[src/rtl/stream_tx_arbiter.sv]
// Round-robin arbiter sharing one byte-stream transmit path between N
// frame sources. It enforces an inter-frame gap, a grant-to-data timeout
// and a maximum forwarded frame length.
module stream_tx_arbiter #(
    parameter int unsigned N             = 4,
    parameter int unsigned IFG           = 12,
    parameter int unsigned GRANT_TIMEOUT = 64,
    parameter int unsigned MAX_LEN       = 1518
) (
    input  logic           clk,
    input  logic           rst,
    input  logic [N-1:0]   req,
    input  logic [8*N-1:0] din,
    input  logic [N-1:0]   vin,
    output logic [N-1:0]   gnt,
    output logic [7:0]     dout,
    output logic           vout,
    output logic           busy,
    output logic           to_err,
    output logic           len_err
);

    localparam int unsigned SW = (N > 1) ? $clog2(N) : 1;
    localparam int unsigned BW = $clog2(MAX_LEN + 1);
    localparam int unsigned TW = $clog2(GRANT_TIMEOUT + 1);
    localparam int unsigned GW = $clog2(IFG + 1);

    localparam logic [N-1:0] GNT_LSB = {{(N-1){1'b0}}, 1'b1};

    typedef enum logic [2:0] {
        S_IDLE   = 3'd0,
        S_GRANT  = 3'd1,
        S_ACTIVE = 3'd2,
        S_DRAIN  = 3'd3,
        S_GAP    = 3'd4
    } state_t;

    state_t          r_state;
    logic [SW-1:0]   r_ptr;
    logic [SW-1:0]   r_sel;
    logic [N-1:0]    r_gnt;
    logic [7:0]      r_dout;
    logic            r_vout;
    logic            r_busy;
    logic            r_to_err;
    logic            r_len_err;
    logic [BW-1:0]   r_byte_cnt;
    logic [TW-1:0]   r_to_cnt;
    logic [GW-1:0]   r_gap_cnt;

    logic [7:0]      w_din_arr [N];
    logic [7:0]      w_din_sel;
    logic            w_vin_sel;
    logic            w_req_sel;
    logic            w_any_req;
    logic [SW-1:0]   w_pick;
    logic [SW-1:0]   w_ptr_next;

    // Split the flat byte bus into one lane per source
    for (genvar g = 0; g < int'(N); g++) begin : g_lane
        assign w_din_arr[g] = din[8*g +: 8];
    end

    // Only the selected source's lane is ever looked at
    assign w_din_sel = w_din_arr[r_sel];
    assign w_vin_sel = vin[r_sel];
    assign w_req_sel = req[r_sel];

    // Round-robin pick: first requester at or after the pointer, wrapping;
    // scanning from the farthest offset down lets the nearest one win
    always_comb begin
        int unsigned k;
        w_any_req = 1'b0;
        w_pick    = r_ptr;
        k         = 0;
        for (int unsigned i = 0; i < N; i++) begin
            k = (32'(r_ptr) + (N - 1 - i)) % N;
            if (req[SW'(k)]) begin
                w_any_req = 1'b1;
                w_pick    = SW'(k);
            end
        end
    end

    // Pointer moves to the source after the one just selected
    assign w_ptr_next = (w_pick == SW'(N - 1)) ? '0 : w_pick + SW'(1);

    // Arbitration FSM; every output is registered here
    always_ff @(posedge clk) begin
        if (rst) begin
            r_state    <= S_IDLE;
            r_ptr      <= '0;
            r_sel      <= '0;
            r_gnt      <= '0;
            r_dout     <= '0;
            r_vout     <= 1'b0;
            r_busy     <= 1'b0;
            r_to_err   <= 1'b0;
            r_len_err  <= 1'b0;
            r_byte_cnt <= '0;
            r_to_cnt   <= '0;
            r_gap_cnt  <= '0;
        end else begin
            // Pulses and the data path default to idle every cycle
            r_to_err  <= 1'b0;
            r_len_err <= 1'b0;
            r_vout    <= 1'b0;
            r_dout    <= '0;

            case (r_state)
                S_IDLE: begin
                    if (w_any_req) begin
                        r_sel      <= w_pick;
                        r_ptr      <= w_ptr_next;
                        r_gnt      <= GNT_LSB << w_pick;
                        r_to_cnt   <= '0;
                        r_byte_cnt <= '0;
                        r_busy     <= 1'b1;
                        r_state    <= S_GRANT;
                    end
                end

                S_GRANT: begin
                    if (w_vin_sel) begin
                        r_vout     <= 1'b1;
                        r_dout     <= w_din_sel;
                        r_byte_cnt <= BW'(1);
                        r_state    <= S_ACTIVE;
                    end else if (!w_req_sel) begin
                        // Source withdrew before sending: no gap needed
                        r_gnt   <= '0;
                        r_busy  <= 1'b0;
                        r_state <= S_IDLE;
                    end else if (r_to_cnt == TW'(GRANT_TIMEOUT - 1)) begin
                        r_to_cnt  <= TW'(GRANT_TIMEOUT);
                        r_gnt     <= '0;
                        r_to_err  <= 1'b1;
                        r_gap_cnt <= '0;
                        r_state   <= S_GAP;
                    end else begin
                        r_to_cnt <= r_to_cnt + TW'(1);
                    end
                end

                S_ACTIVE: begin
                    if (w_vin_sel) begin
                        if (r_byte_cnt == BW'(MAX_LEN)) begin
                            // Over-length byte is dropped; keep grant until vin falls
                            r_len_err <= 1'b1;
                            r_state   <= S_DRAIN;
                        end else begin
                            r_vout     <= 1'b1;
                            r_dout     <= w_din_sel;
                            r_byte_cnt <= r_byte_cnt + BW'(1);
                        end
                    end else begin
                        r_gnt     <= '0;
                        r_gap_cnt <= '0;
                        r_state   <= S_GAP;
                    end
                end

                S_DRAIN: begin
                    if (!w_vin_sel) begin
                        r_gnt     <= '0;
                        r_gap_cnt <= '0;
                        r_state   <= S_GAP;
                    end
                end

                S_GAP: begin
                    // First GAP cycle is the first idle cycle on vout
                    if (r_gap_cnt == GW'(IFG - 1)) begin
                        r_busy  <= 1'b0;
                        r_state <= S_IDLE;
                    end else begin
                        r_gap_cnt <= r_gap_cnt + GW'(1);
                    end
                end

                default: begin
                    r_gnt   <= '0;
                    r_busy  <= 1'b0;
                    r_state <= S_IDLE;
                end
            endcase
        end
    end

    assign gnt     = r_gnt;
    assign dout    = r_dout;
    assign vout    = r_vout;
    assign busy    = r_busy;
    assign to_err  = r_to_err;
    assign len_err = r_len_err;

endmodule

[config.mk]
export PLATFORM = sky130hd
export DESIGN_NAME = stream_tx_arbiter
export DESIGN_NICKNAME = d
export VERILOG_FILES = /design/src/rtl/stream_tx_arbiter.sv
export SDC_FILE = /design/constraint.sdc
export NUM_CORES = 1
export LEC_CHECK = 0
export BUFFER_PORTS_ARGS = -buffer_cell sky130_fd_sc_hd__buf_2
export CAP_MARGIN = 0
export CORE_ASPECT_RATIO = 1.4
export CORE_MARGIN = 2
export CORE_UTILIZATION = 45
export DETAILED_ROUTE_END_ITERATION = 16
export PLACE_DENSITY = 0.69
export SLEW_MARGIN = 20
export SYNTH_ARGS = -nofsm -noshare
export SYNTH_HDL_FRONTEND = slang
export SYNTH_SLANG_ARGS = --single-unit
[constraint.sdc]
create_clock -name clk -period 2.88 [get_ports clk]
set_input_delay 0.864 -clock clk [delete_from_list [all_inputs] [get_ports clk]]
set_output_delay 0.864 -clock clk [all_outputs]
set_load 0.01 [all_outputs]
==> summary.txt, run 1 <==
outcome - completed
shortest clock period the worst path allows after layout - 2.471 ns
DR pass1 iterations - 4
vertical die dimension - 91.01 µm
number of register bits inferred by synthesis - 45
share of synthesized flip-flops with an asynchronous set or reset - 0%
I/O pin count - 58
maximum clock rate - 404.8 MHz
cells resized by post-CTS repair - 0
type of the worst min-delay path - reg -> reg
worst-skew pair later-pin latency - 0.30 ns
Mapped Nets - 315
vias after detailed routing - 2127
post-CTS setup repair buffer count - 0
TNS Setup - 0 ns
fraction of layout cells with a size suffix above 1 - 28.04%
pin count of the biggest net entering global routing - 27
WS Path Type - in -> reg
number of library cell types mapped by synthesis - 51
Leakage Power - 1.166 nW
number of buffers inserted for hold repair after clock tree synthesis - 0
Critical Path AT - 2.67 ns
ordered list of cells on the worst path - buf_2 > mux4_2 > or4b_1 > nand2_4 > nor2_1 > a211o_1
iteration-0 DRC count of the detailed router - 114
required time at the endpoint of the critical path - 3.08 ns
number of synthesized flops with an enable pin - 0
core utilization of the finished layout - 55.71%
horizontal die dimension - 66.15 µm
drt via density - 5.496
Setup Viol. Count Final - 0
part of the cycle the worst path needs - 85.78%
Worst Setup Start Kind - primary input
number of clock sinks seen by CTS - 45
Area growth syn-to-layout - 18.97%
Peak supply drop - 475.6 µV
cell area power density - 776.2 mW/mm²
sequential element share of the synthesized area - 37.02%
kind of cell adding the most delay to the critical path - simple AND/OR/NAND/NOR gates
number of nets at the end of the flow - 370
clock-pin slew on the worst setup and hold paths - 0.08 ns
first-pass GRT wire length - 8.956 mm
number of hold violations in the final report - 0
count of H-tree levels built during CTS - 2
Remaining DRCs - 0
Max Cap Violations - 0
total inserted antenna cells - 0
worst-case clock skew - 0.004848 ns
Most used DFF post-synth - sky130_fd_sc_hd__dfxtp_1
worst stage delay on the critical path - 0.70 ns
area of the core - 0.005197 mm²
detailed-route wire length - 5.304 mm
initial standard-cell utilization of the core - 46.82%
critical path endpoint category - flop
RSZ-0062 raised after global routing - false
vias in the first global route - 2016
number of warnings printed during yosys synthesis - 0
total overflow reported by the global router - 0
clock tree from TritonCTS - built
count of buffer and inverter cells on the critical path - 1
Post-Syn Instances - 265
RD Place Congestion - 0.7772
Die ar. - 0.006020 mm²
Overall Global Routing Usage - 18.67%
syn_area_per_cell - 9.183 µm²
Max Transition Viols Final - 0
routed wire length per instance - 13.71 µm
worst rel slew slack - 63.18%
maximum fanout along the worst path - 6
number of CTS-inserted buffers - 5
cell at the root of the clock tree - sky130_fd_sc_hd__clkbuf_8
summed instance area of the synthesized netlist - 0.002434 mm²
initial antenna violation count - 0
number of buffers added on ports - 57
highest-count cells in the layout ignoring fill and taps - 57 x sky130_fd_sc_hd__buf_2, 45 x sky130_fd_sc_hd__dfxtp_1, 33 x sky130_fd_sc_hd__nor2_1
slowest stage cell, crit path - sky130_fd_sc_hd__or4b_1
detailed placement HPWL - 4.057 mm
commonest non-fill, non-tap cell in the layout - sky130_fd_sc_hd__buf_2
count of nets left with antenna violations after detail routing - 0
transition at the pin with the smallest max-transition slack - 0.5465 ns
CTS max path bufs - 2
Power, Total - 0.002247 W
FP Rows - 31
==> power breakdown <==
group | internal [W] | total (W) | switching (W)
clock network | 0.000260 | 0.000479 | 0.000220
logic | 0.000428 | 0.000943 | 0.000515
registers | 0.000717 | 0.000825 | 0.000108
total | 0.00140 | 0.00225 | 0.000843
==> sequential cells by signal, summed over array words and instances, names as in the netlist <==
register and flops:
r_byte_cnt 11, gnt 4, busy 1, r_to_cnt 7, r_sel 2, to_err 1
dout 8, r_state 3, r_ptr 2, r_gap_cnt 4, vout 1, len_err 1
==> metrics by stage <==
| stage | setup slack (ns) | cell area (µm²) | cells | hold slack (ns) |
|---|---|---|---|---|
| after floorplan | 0.3825 | 2434 | 265 | 0.4511 |
| after global placement | 0.1177 | 2780 | 379 | 0.4753 |
| after detailed placement | 0.08938 | 2780 | 379 | 0.4813 |
| after CTS | 0.4147 | 2895 | 387 | 0.4986 |
| after global routing | 0.3611 | 2895 | 387 | 0.5176 |
| final | 0.4094 | 2895 | 387 | 0.4971 |
==> cell type report <==
cell class | count | area [µm²]
Clock buffer | 5 | 68.82
Clock inverter | 3 | 46.29
Fill cell | 480 | 2302
Inverter | 9 | 33.78
Multi-Input combinational cell | 197 | 1440
Sequential cell | 45 | 900.9
Tap cell | 66 | 82.58
Timing Repair Buffer | 62 | 322.8
==> per-layer routing <==
layer / GRT usage, % / wire length (µm)
met4: 8.163 / 126
met3: 2.850 / 195
met1: 22.83 / 2208
met5: 0 / 0
met2: 31.67 / 2773
==> synth_stat cells (4+ instances only) <==
cell,instances,area (µm²)
sky130_fd_sc_hd__nand2_1,10,37.54
sky130_fd_sc_hd__o21ai_0,12,60.06
sky130_fd_sc_hd__buf_2,5,25.02
sky130_fd_sc_hd__a32o_1,4,40.04
sky130_fd_sc_hd__ha_1,8,100.1
sky130_fd_sc_hd__nand3_1,9,45.04
sky130_fd_sc_hd__dfxtp_1,45,900.9
sky130_fd_sc_hd__nor2b_1,14,87.58
sky130_fd_sc_hd__nor3_1,13,65.06
sky130_fd_sc_hd__a211o_1,4,35.03
sky130_fd_sc_hd__inv_1,9,33.78
sky130_fd_sc_hd__and3_1,4,25.02
sky130_fd_sc_hd__mux4_2,10,225.2
sky130_fd_sc_hd__nor2_1,33,123.9
sky130_fd_sc_hd__a21oi_1,8,40.04
sky130_fd_sc_hd__a311oi_1,4,35.03
sky130_fd_sc_hd__xnor2_1,11,96.34
sky130_fd_sc_hd__clkbuf_1,9,33.78
==> final timing paths <==
check	cells past startpoint	slack (ns)	start	endpoint
worst max-delay path	6	0.41	vin[3]	r_to_cnt[3]
worst max register to register	5	0.66	r_sel[0]	r_to_cnt[3]
worst min register to register	1	0.50	gnt[3]	gnt[3]
worst min-delay path	1	0.50	gnt[3]	gnt[3]
==> logic make-up after synthesis <==
group	count (synthesis)	synth area share (%)
xor+xnor	11	3.959
simple gates	110	24.16
compound gates	53	15.48
mux	15	11.47
fa+ha+maj	8	4.113
flops	45	37.02
buf+inv	23	3.804
==> worst register-to-register path: cells and delay by family (launching register included) <==
| family | cells | cell delay (ns) |
|---|---|---|
| AND/OR/NAND/NOR | 3 | 0.90 |
| multiplexers | 1 | 0.56 |
| flip-flops | 1 | 0.37 |
| AO/OA/AOI/OAI | 1 | 0.30 |
Power figures use the tool's default switching activity.
==> run 2, diff against run 1 <==
==> constraint.sdc (replaced) <==
create_clock -name clk -period 2.88 [get_ports clk]
set_input_delay 0.144 -clock clk [delete_from_list [all_inputs] [get_ports clk]]
set_output_delay 0.144 -clock clk [all_outputs]
set_load 0.01 [all_outputs]
==> run 2 against run 1 <==
- sequential share of layout area hardly changed
- combinational power down 2.7%
- global-route usage is 0.47 points lower
- critical path depth shrank 1
- die area unchanged
- hold slack got worse by 0.23 ns
- core utilization up 0.072 points
- non-clock buffer count decreased by 2
- largest cell class unchanged
- via count stayed put
- first-iteration DRC count fell by 37%
==> summary.txt, run 2 (synthesis gave the netlist of run 1 again) <==
detailed placement HPWL - 4.006 mm (was 4.057 mm)
commonest non-fill, non-tap cell in the layout - sky130_fd_sc_hd__buf_2 (unchanged)
max FFs per register - 11 (unchanged)
area of all placed cells without fillers - 0.002899 mm² (was 0.002895 mm²)
RSZ-0062 raised after global routing - false (unchanged)
initial antenna violation count - 0 (unchanged)
worst stage delay on the critical path - 0.70 ns (about the same)
number of clock sinks seen by CTS - 45 (unchanged)
initial standard-cell utilization of the core - 46.82% (unchanged)
clock-pin slew on the worst setup and hold paths - 0.08 ns (about the same)
part of the cycle the worst path needs - 78.87% (was 85.78%)
area of the core - 0.005197 mm² (unchanged)
clock tree from TritonCTS - built (unchanged)
maximum fanout along the worst path - 9 (was 6)
cells resized by post-CTS repair - 0 (unchanged)
worst-skew pair later-pin latency - 0.30 ns (about the same)
slowest stage cell, crit path - sky130_fd_sc_hd__or4b_1 (unchanged)
RD Place Congestion - 0.8151 (was 0.7772)
number of nets at the end of the flow - 368 (was 370)
vertical die dimension - 91.01 µm (unchanged)
Overall Global Routing Usage - 18.20% (was 18.67%)
Max Cap Violations - 0 (unchanged)
Worst Setup Start Kind - flop (was primary input)
TNS Setup - 0 ns (unchanged)
horizontal die dimension - 66.15 µm (unchanged)
vias in the first global route - 2021 (was 2016)
cell area after placement - 0.002765 mm² (was 0.002780 mm²)
count of H-tree levels built during CTS - 2 (unchanged)
Area growth syn-to-layout - 19.13% (was 18.97%)
transition at the pin with the smallest max-transition slack - 0.5311 ns (was 0.5465 ns)
Power, Total - 0.002309 W (was 0.002247 W)
number of CTS-inserted buffers - 5 (unchanged)
fraction of layout cells with a size suffix above 1 - 27.59% (was 28.04%)
number of buffers added on ports - 57 (unchanged)
drt via density - 5.525 (was 5.496)
I/O pin count - 58 (unchanged)
Die ar. - 0.006020 mm² (unchanged)
number of buffers inserted for hold repair after clock tree synthesis - 0 (unchanged)
final standard cell count with taps included and fillers excluded - 385 (was 387)
count of nets left with antenna violations after detail routing - 0 (unchanged)
FP Rows - 31 (unchanged)
detailed-route wire length - 5.320 mm (was 5.304 mm)
critical path endpoint category - flop (unchanged)
Peak supply drop - 384.0 µV (was 475.6 µV)
pin count of the biggest net entering global routing - 27 (unchanged)
shortest clock period the worst path allows after layout - 2.271 ns (was 2.471 ns)
CTS max path bufs - 2 (unchanged)
ordered list of cells on the worst path - mux4_2 > or4b_1 > nand2_4 > nor2_1 > a211o_1 (was buf_2 > mux4_2 > or4b_1 > nand2_4 > nor2_1 > a211o_1)
DR pass1 iterations - 4 (unchanged)
register bank with the most flops - r_byte_cnt (unchanged)
highest-count cells in the layout ignoring fill and taps - 57 x sky130_fd_sc_hd__buf_2, 45 x sky130_fd_sc_hd__dfxtp_1, 33 x sky130_fd_sc_hd__nor2_1 (unchanged)
worst-case clock skew - 0.005230 ns (was 0.004848 ns)
WS Path Type - reg -> reg (was in -> reg)
outcome - completed (unchanged)
Leakage Power - 1.171 nW (was 1.166 nW)
maximum clock rate - 440.2 MHz (was 404.8 MHz)
Remaining DRCs - 0 (unchanged)
placed insts - 377 (was 379)
number of hold violations in the final report - 0 (unchanged)
area of the multi-input gates - 0.001440 mm² (unchanged)
Max Transition Viols Final - 0 (unchanged)
Worst Hold Margin - 0.2706 ns (was 0.4971 ns)
Setup Viol. Count Final - 0 (unchanged)
register area - 900.9 µm² (unchanged)
cell at the root of the clock tree - sky130_fd_sc_hd__clkbuf_8 (unchanged)
vias after detailed routing - 2127 (unchanged)
first-pass GRT wire length - 8.866 mm (was 8.956 mm)
filler cell count in the final layout - 480 (unchanged)
routed wire length per instance - 13.82 µm (was 13.71 µm)
iteration-0 DRC count of the detailed router - 72 (was 114)
post-CTS setup repair buffer count - 0 (unchanged)
Critical Path AT - 2.46 ns (was 2.67 ns)
total inserted antenna cells - 0 (unchanged)
cell area power density - 796.3 mW/mm² (was 776.2 mW/mm²)
total overflow reported by the global router - 0 (unchanged)
type of the worst min-delay path - in -> reg (was reg -> reg)
worst rel slew slack - 64.22% (was 63.18%)
required time at the endpoint of the critical path - 3.07 ns (was 3.08 ns)
==> run 2: cell count changes in the layout (fill, tap and decap cells not counted) <==
cell and change:
sky130_fd_sc_hd__bufinv_16 +1, sky130_fd_sc_hd__clkinvlp_4 -1, sky130_fd_sc_hd__clkinv_4 -1, sky130_fd_sc_hd__buf_4 -2, sky130_fd_sc_hd__clkinv_2 +1
==> run 2: worst max-delay path: cells and delay by family, from the launching register on <==
kind	cells	cell delay, ns
simple gates	3	0.89
mux	1	0.41
compound gates	1	0.30
flops	1	0.56
==> run 2: cell type report <==
class,instances,area share (%)
Clock inverter,3,2.244
Clock buffer,5,2.374
Timing Repair Buffer,60,10.62
Tap cell,66,2.849
Sequential cell,45,31.07
Multi-Input combinational cell,197,49.68
Inverter,9,1.165
==> run 2: worst paths after layout <==
path	start	endpoint	slack [ns]	cells past startpoint
max	r_sel[1]	r_to_cnt[3]	0.61	5
min	din[25]	dout[1]	0.27	3
max reg2reg	r_sel[1]	r_to_cnt[3]	0.61	5
min reg2reg	gnt[1]	gnt[1]	0.50	1
==> run 2: through the flow <==
stage          util [%]  setup WS, ns
2_1_floorplan         -        0.7959
3_3_place_gp      53.20        0.6756
3_5_place_dp      53.20        0.6331
4_1_cts           55.78        0.6128
5_1_grt           55.78        0.5012
6_report          55.78        0.6085
==> run 2: routing by layer <==
| metal | global-route usage [%] | vias to the layer above | wire length, µm |
|---|---|---|---|
| met5 | 0 | - | 0 |
| met4 | 8.163 | 0 | 127 |
| met3 | 3.717 | 10 | 215 |
| met2 | 31.08 | 49 | 2804 |
| met1 | 21.34 | 992 | 2173 |
| li1 | - | 1076 | - |
==> run 2: report_power, final <==
part | leakage [nW] | internal, W | switching (W)
Clock | 0.0681 | 0.000345 | 0.000214
Sequential | 0.365 | 0.000717 | 0.000114
Combinational | 0.737 | 0.000409 | 0.000509
==> run 3, diff against run 2 <==
PLACE_DENSITY = 0.72   (was 0.69)
clock period = 1.87 ns   (was 2.88 ns; I/O delays follow)
==> run 3 against run 2 <==
- the run now ends with negative setup slack left
- final area increased by 7.5%
- register-to-register slack lost 0.67 ns
- clock power rose by 12%
- combinational power grew 110%
- first-iteration DRC count rose by 64%
- maximum frequency up 18%
- largest cell class unchanged
==> summary.txt, run 3 (synthesis gave the netlist of run 1 again) <==
Max Transition Viols Final - 0 (unchanged)
FP Rows - 31 (unchanged)
shortest clock period the worst path allows after layout - 1.927 ns (was 2.271 ns)
Clock power frac - 16.7% (was 24.2%)
vias after detailed routing - 2267 (was 2127)
critical path endpoint category - flop (unchanged)
fraction of layout cells with a size suffix above 1 - 36.99% (was 27.59%)
worst stage delay on the critical path - 0.57 ns (was 0.70 ns)
filler cell count in the final layout - 463 (was 480)
Overall Global Routing Usage - 19.47% (was 18.20%)
clock-pin slew on the worst setup and hold paths - 0.08 ns (about the same)
Worst Setup Start Kind - flop (unchanged)
iteration-0 DRC count of the detailed router - 118 (was 72)
drt via density - 5.502 (was 5.525)
Power, Total - 0.003753 W (was 0.002309 W)
number of CTS-inserted buffers - 5 (unchanged)
CTS max path bufs - 2 (unchanged)
startpoint of the lowest-slack register-to-register path - r_sel[0] (was r_sel[1])
outcome - complete, but fails checks (was completed)
fraction of power consumed by sequential logic - 32.9% (was 36.0%)
horizontal die dimension - 66.15 µm (unchanged)
Remaining DRCs - 0 (unchanged)
count of nets left with antenna violations after detail routing - 0 (unchanged)
number of nets at the end of the flow - 395 (was 368)
total overflow reported by the global router - 0 (unchanged)
max FFs per register - 11 (unchanged)
total inserted antenna cells - 0 (unchanged)
worst setup timing slack at the placement stage - -0.1346 ns (was 0.6331 ns)
register area - 905.9 µm² (was 900.9 µm²)
cell at the root of the clock tree - sky130_fd_sc_hd__clkbuf_8 (unchanged)
Max Cap Violations - 0 (unchanged)
least setup slack across all paths after layout - -0.05738 ns (was 0.6085 ns)
RSZ-0062 raised after global routing - true (was false)
internal power - 0.002306 W (was 0.001470 W)
register bank with the most flops - r_byte_cnt (unchanged)
Leakage Power - 1.290 nW (was 1.171 nW)
detailed-route wire length - 5.821 mm (was 5.320 mm)
DR pass1 iterations - 4 (unchanged)
slack of the worst reg-to-reg path - -0.06 ns (was 0.61 ns)
number of buffers inserted for hold repair after clock tree synthesis - 0 (unchanged)
pin count of the biggest net entering global routing - 21 (was 27)
number of hold violations in the final report - 0 (unchanged)
combinational fraction of design power - 50.4% (was 39.8%)
first-pass GRT wire length - 9.390 mm (was 8.866 mm)
highest-count cells in the layout ignoring fill and taps - 57 x sky130_fd_sc_hd__buf_2, 43 x sky130_fd_sc_hd__dfxtp_1, 31 x sky130_fd_sc_hd__nor2_1 (was 57 x sky130_fd_sc_hd__buf_2, 45 x sky130_fd_sc_hd__dfxtp_1, 33 x sky130_fd_sc_hd__nor2_1)
maximum clock rate - 518.8 MHz (was 440.2 MHz)
initial standard-cell utilization of the core - 46.82% (unchanged)
required time at the endpoint of the critical path - 2.07 ns (was 3.07 ns)
worst-case clock skew - 0.008802 ns (was 0.005230 ns)
count of H-tree levels built during CTS - 2 (unchanged)
FF-to-FF End - r_to_cnt[3] (unchanged)
number of buffers added on ports - 57 (unchanged)
transition at the pin with the smallest max-transition slack - 0.3973 ns (was 0.5311 ns)
area of all placed cells without fillers - 0.003115 mm² (was 0.002899 mm²)
ordered list of cells on the worst path - mux4_2 > or4b_4 > nand2_4 > nor2_2 > a211o_1 (was mux4_2 > or4b_1 > nand2_4 > nor2_1 > a211o_1)
number of clock sinks seen by CTS - 45 (unchanged)
Critical Path AT - 2.13 ns (was 2.46 ns)
commonest non-fill, non-tap cell in the layout - sky130_fd_sc_hd__buf_2 (unchanged)
core utilization of the finished layout - 59.94% (was 55.78%)
net switching power figure - 0.001447 W (was 0.0008382 W)
type of the worst min-delay path - in -> reg (unchanged)
worst rel slew slack - 73.51% (was 64.22%)
cell area after placement - 0.002967 mm² (was 0.002765 mm²)
Worst Hold Margin - 0.1905 ns (was 0.2706 ns)
maximum fanout along the worst path - 6 (was 9)
routed wire length per instance - 14.13 µm (was 13.82 µm)
Setup Viol. Count Final - 5 (was 0)
critical path endpoint - r_to_cnt[3] (unchanged)
clock tree from TritonCTS - built (unchanged)
depth of the worst register-to-register path - 5 (unchanged)
Area growth syn-to-layout - 28.02% (was 19.13%)
Peak supply drop - 768.1 µV (was 384.0 µV)
I/O pin count - 58 (unchanged)
area of the multi-input gates - 0.001489 mm² (was 0.001440 mm²)
Die ar. - 0.006020 mm² (unchanged)
vias in the first global route - 2131 (was 2021)
area of the core - 0.005197 mm² (unchanged)
slowest stage cell, crit path - sky130_fd_sc_hd__or4b_4 (was sky130_fd_sc_hd__or4b_1)
detailed placement HPWL - 4.503 mm (was 4.006 mm)
worst-skew pair later-pin latency - 0.31 ns (was 0.30 ns)
part of the cycle the worst path needs - 103.1% (was 78.87%)
violations in the final reports - negative setup slack
WS Path Type - reg -> reg (unchanged)
RD Place Congestion - 0.8328 (was 0.8151)
Worst Setup SP - r_sel[0] (was r_sel[1])
initial antenna violation count - 0 (unchanged)
cell area power density - 1205 mW/mm² (was 796.3 mW/mm²)
switching part of the total - 38.56% (was 36.31%)
vertical die dimension - 91.01 µm (unchanged)
[run 3: worst min path at each step]
| stage | start | endpoint | cells past startpoint |
|---|---|---|---|
| 4_1_cts | rst | r_to_cnt[2] | 2 |
| 5_1_grt | din[26] | dout[2] | 3 |
| 3_3_place_gp | r_to_cnt[1] | r_to_cnt[1] | 2 |
| 2_1_floorplan | dout[0] | dout[0] | 0 |
| 3_5_place_dp | r_gap_cnt[3] | r_gap_cnt[3] | 1 |
| 6_report | rst | r_to_cnt[2] | 2 |
[run 3: metrics by stage]
step / instances / TNS [ns]
after floorplan: 265 / -0.5736
after global placement: 403 / -0.6920
after detailed placement: 403 / -0.8852
after CTS: 412 / -0.2781
after global routing: 412 / -0.7413
final: 412 / -0.1101
[run 3: final cells by class]
type / instances / share of cell area [%]
Inverter: 9 / 1.084
Clock buffer: 5 / 2.209
Clock inverter: 3 / 0.6827
Sequential cell: 45 / 29.08
Timing Repair Buffer: 87 / 16.51
Tap cell: 66 / 2.651
Multi-Input combinational cell: 197 / 47.79
[run 3: per-layer routing]
metal	GRT usage, %	wire (µm)	vias to the layer above
met5	0	0	-
met4	7.653	135	0
met3	3.594	267	11
met2	34.92	3135	56
met1	22.03	2282	1068
li1	-	-	1132
[run 3: power groups by stage]
stage          logic, W  clock network (W)  registers, W
6_report        0.00189           0.000625       0.00124
2_1_floorplan   0.00112                  0       0.00126
4_1_cts         0.00182           0.000641       0.00123
5_1_grt         0.00206           0.000679       0.00125
3_5_place_dp    0.00177                  0       0.00125
3_3_place_gp    0.00175                  0       0.00125
[run 3: critical path, delay by kind of cell (launching register included)]
family,cells,cell delay [ns]
multiplexers,1,0.50
flip-flops,1,0.34
AO/OA/AOI/OAI,1,0.26
AND/OR/NAND/NOR,3,0.72
[run 3: timing repair]
action / 4_1_cts / 5_1_grt
gates resized for setup: 5 / 14
hold endpoints to repair: 0 / 0
buffers inserted: 1 / 1
cloned: 0 / 0
pin swaps: 2 / 3
setup endpoints to repair: 13 / 26
